File: src/rtl/seq_detector_param.sv
// Parameterised serial pattern detector: Moore FSM with KMP fallback transitions
// and optional saturating match counter (enabled by defining SEQDET_MATCH_CNT_EN).
module seq_detector_param #(
    parameter int          SEQ_LEN     = 4,
    parameter logic [15:0] SEQ_PATTERN = 16'h000B,
    parameter int          CNT_W       = 8
) (
    input  logic             clk,
    input  logic             rst,
    input  logic             en,
    input  logic             din,
    input  logic             overlap,
    input  logic             clr_cnt,
    output logic             match,
    output logic [4:0]       progress,
    output logic [CNT_W-1:0] match_cnt
);

    typedef logic [4:0] state_t;

    localparam state_t MATCH_ST = state_t'(SEQ_LEN);

    // Pattern bit j in arrival order (j = 0 is received first).
    function automatic logic pat_bit(input int j);
        return SEQ_PATTERN[SEQ_LEN-1-j];
    endfunction

    // Longest pattern prefix that is a suffix of (first k pattern bits, b).
    function automatic state_t kmp_step(input int k, input logic b);
        logic [15:0] s;
        logic        ok;
        int          best;
        s = '0;
        for (int j = 0; j < 16; j++)
            if (j < k) s[j] = pat_bit(j);
        s[k] = b;
        best = 0;
        for (int l = 1; l <= 16; l++) begin
            if (l <= k + 1) begin
                ok = 1'b1;
                for (int j = 0; j < 16; j++)
                    if (j < l && pat_bit(j) != s[k+1-l+j]) ok = 1'b0;
                if (ok) best = l;
            end
        end
        return state_t'(best);
    endfunction

    // Longest proper prefix of the whole pattern that is also its suffix.
    function automatic state_t border_len();
        logic ok;
        int   best;
        best = 0;
        for (int l = 1; l < 16; l++) begin
            if (l < SEQ_LEN) begin
                ok = 1'b1;
                for (int j = 0; j < 16; j++)
                    if (j < l && pat_bit(j) != pat_bit(SEQ_LEN-l+j)) ok = 1'b0;
                if (ok) best = l;
            end
        end
        return state_t'(best);
    endfunction

    function automatic logic [79:0] build_tab(input logic b);
        logic [79:0] tab;
        tab = '0;
        for (int k = 0; k < 16; k++)
            if (k < SEQ_LEN) tab[k*5 +: 5] = kmp_step(k, b);
        return tab;
    endfunction

    localparam logic [79:0] TAB0      = build_tab(1'b0);
    localparam logic [79:0] TAB1      = build_tab(1'b1);
    localparam state_t      BORDER_ST = border_len();

    state_t state, state_n, src;

    always_ff @(posedge clk or posedge rst) begin
        if (rst) state <= '0;
        else     state <= state_n;
    end

    // Leaving MATCH reuses the row of S0 or of the border state.
    always_comb begin
        state_n = state;
        src     = state;
        if (state == MATCH_ST) src = overlap ? BORDER_ST : '0;
        if (en) state_n = din ? TAB1[int'(src)*5 +: 5] : TAB0[int'(src)*5 +: 5];
    end

    assign match    = (state == MATCH_ST);
    assign progress = state;

`ifdef SEQDET_MATCH_CNT_EN
    logic             enter_match;
    logic [CNT_W-1:0] cnt;

    assign enter_match = en && (state_n == MATCH_ST);

    always_ff @(posedge clk or posedge rst) begin
        if (rst)
            cnt <= '0;
        else if (clr_cnt)
            cnt <= enter_match ? CNT_W'(1) : '0;
        else if (enter_match && cnt != '1)
            cnt <= cnt + CNT_W'(1);
    end

    assign match_cnt = cnt;
`else
    logic unused_clr_cnt;
    assign unused_clr_cnt = clr_cnt;
    assign match_cnt      = '0;
`endif

endmodule

File: config.mk
export PLATFORM = sky130hd
export DESIGN_NAME = seq_detector_param
export DESIGN_NICKNAME = d
export VERILOG_FILES = /design/src/rtl/seq_detector_param.sv
export SDC_FILE = /design/constraint.sdc
export NUM_CORES = 1
export LEC_CHECK = 0
export BUFFER_PORTS_ARGS = -buffer_cell sky130_fd_sc_hd__buf_2
export CORE_AREA = 4 4 41 43
export CTS_CLUSTER_SIZE = 14
export DETAILED_ROUTE_END_ITERATION = 16
export DIE_AREA = 0 0 45 47
export GPL_TIMING_DRIVEN = 1
export PLACE_DENSITY = 0.6
export SLEW_MARGIN = 5
export SYNTH_ARGS = -nofsm -noshare
export SYNTH_HDL_FRONTEND = slang
export SYNTH_SLANG_ARGS = --single-unit
File: constraint.sdc
create_clock -name clk -period 2.4 [get_ports clk]
set_clock_uncertainty 0.1 [all_clocks]
set_input_delay 0.36 -clock clk [delete_from_list [all_inputs] [get_ports clk]]
set_output_delay 0.36 -clock clk [all_outputs]
set_load 0.05 [all_outputs]
==> results.md <==
- Total clock buffers created by CTS: 3
- DR DRC count: 0
- Fin crit period: 1665 ps
- Via density: ~4.2
- CTS Sinks: 3
- Slew Limit Fails: 0
- Clock root buffer: clkbuf_4
- Vias in the first global route: 238
- Post-synthesis cell count: 35
- Crit path buffers/inverters: 1
- CP endpoint kind: output port
- Cell taking the most area after synthesis: buf_4
- # port buffers: 8
- CP arrival: 1200 ps
- Setup CP Type: reg -> out
- P_leak: 0.1933 nW
- FP Rows: 13
- PwrDens: 1061 mW/mm2
- Ranking of synthesized cells by area: buf_4, dfrtp_1, ha_1
- Crit-path max FO: 9
- Hold WC Path Type: in -> reg
- Antenna violations before repair: 0
- CP max-delay cell: dfrtp_1
- Share of the synthesized area in the top cell type: 24.29%
- Fmax: 600.7 MHz
- Worst path required time: 1940 ps
- Endpoints failing hold: 0
- Congestion Overflow GR: 0
- Largest register FFs: 3
- Layout cells sized above 1: roughly a quarter
- Most common cell after layout, fill and taps aside: conb_1
- Synth unique cells: 16
- Worst setup SP type: flop
- CP max stage delay: around 460 ps
- CTS max path bufs: 2
- Initial Utilization: 23.75%
- Hpwl dp: 442 um
- Final setup TNS: 0 ps
- Gp weighted congestion: roughly 0.75
- Die Width: 45 um
- Max-cap violations: 0
- Diode count: 0
- Critical-path cell list: nor3_1, buf_2
- Most frequent cells in the layout: conb_1, buf_2
- Max H-tree Level: 1
- Drt pass-1 iters: 4
- Multi-input logic area: 181.4 um2
- Pwr Total: around 0.00039 W
- Clock transition at the registers of the reported paths: 40 ps
- Gr usage total: roughly 6.7%
- Syn Area/Cell: 8.830 um2
- Filler instances: ~150
- Core ar.: 0.001301 mm2
- Drt total wl: 606 um
- RSZ-0062 raised after global routing: no
- Final period util: a little over two thirds
- Seq/Total Area, Yosys: 24.29%
- Area growth syn-to-layout: 17.41%
- Synth Register Bits: 3
- Die Span Y: about 47 um
- Initial DRC Count: 3
- Worst IR Drop VDD: roughly 310 uV
- First-pass GRT wire length: just over 900 um
- Final ANT Viol Nets: 0
- CTS tree: done
- Io pins: 20
- Worst skew pair latency: about 230 ps
- WL/cell: 9.774 um
- Reg area: 75.07 um2
- Total die area: 0.002115 mm2
- Pin count of the biggest net entering global routing: 10
- Fin nets: 57
- Status: complete, no violations
- Warnings from Yosys: 0
- Vias: roughly 260
- Critical path's top delay family: flip-flops
- Final setup fails: 0
- Post-cts resize count: 0
- Post-Synthesis Cell Area: slightly above 300 um2
==> Yosys cell counts <==
master / number
nor3_1: 1
conb_1: 1
a32o_1: 1
inv_1: 3
nor2b_1: 2
a21o_1: 1
nand2b_1: 1
nand4_1: 1
nand4b_1: 2
dfrtp_1: 3
nand4bb_1: 2
nand2_1: 1
o21ai_0: 2
ha_1: 3
a21oi_1: 1
buf_4: 10
==> stage by stage <==
stage	setup WS, ps	util [%]	cell area (um2)	cells	hold WS, ps
2_1_floorplan	104.1	-	342.8	44	13.64
3_3_place_gp	831.6	25.10	326.6	57	125.6
3_5_place_dp	832.9	25.10	326.6	57	123.0
4_1_cts	743.8	27.88	362.8	62	323.8
5_1_grt	701.4	27.88	362.8	62	345.9
6_report	735.3	27.88	362.8	62	320.4
==> per-layer routing <==
| layer | vias up | GRT usage (%) | share of wire (%) |
|---|---|---|---|
| met5 | - | 0 | 0 |
| met4 | 0 | 10.53 | 3.1 |
| met3 | 2 | 1.916 | 10 |
| met2 | 13 | 8.757 | 45 |
| met1 | 121 | 7.062 | 41 |
| li1 | 123 | - | - |
==> layout make-up <==
class,instances,share of cell area (%)
clock buffers,4,7.241
inverters,3,3.103
repair buffers,9,13.79
multi-input cells,28,50.00
well taps,15,5.172
flip-flops and latches,3,20.69
==> where the power goes <==
part,switching [W],total [W],internal [W]
combinational,0.000139,0.000194,0.0000542
clock,0.0000272,0.0000896,0.0000624
sequential,0.0000340,0.000102,0.0000679
total,0.000201,0.000385,0.000184
==> cell families after synthesis <==
logic type               count (synthesis)  share of synthesized area (%)
adder cells (fa/ha/maj)                  3                          12.15
other                                    1                          1.213
flip-flops                               3                          24.29
AO/OA/AOI/OAI                            5                          10.53
buffers and inverters                   13                          27.93
AND/OR/NAND/NOR                         10                          23.89
==> repair_timing <==
| action | in CTS | in global routing |
|---|---|---|
| hold endpoints to repair | 3 | 0 |
| setup buffers | 0 | 0 |
| hold buffers | 1 | 0 |
==> worst paths after layout <==
check / start / endpoint / slack, ps / cells after the start
worst max-delay path: progress[1] / match / 740 / 2
worst min-delay path: en / progress[2] / 320 / 2
worst max register to register: progress[2] / progress[1] / 830 / 5
worst min register to register: progress[2] / progress[2] / 550 / 2
max in group asynchronous: rst / progress[2] / 1650 / 3
min in group asynchronous: rst / progress[0] / 430 / 3
Power figures use the tool's default switching activity.
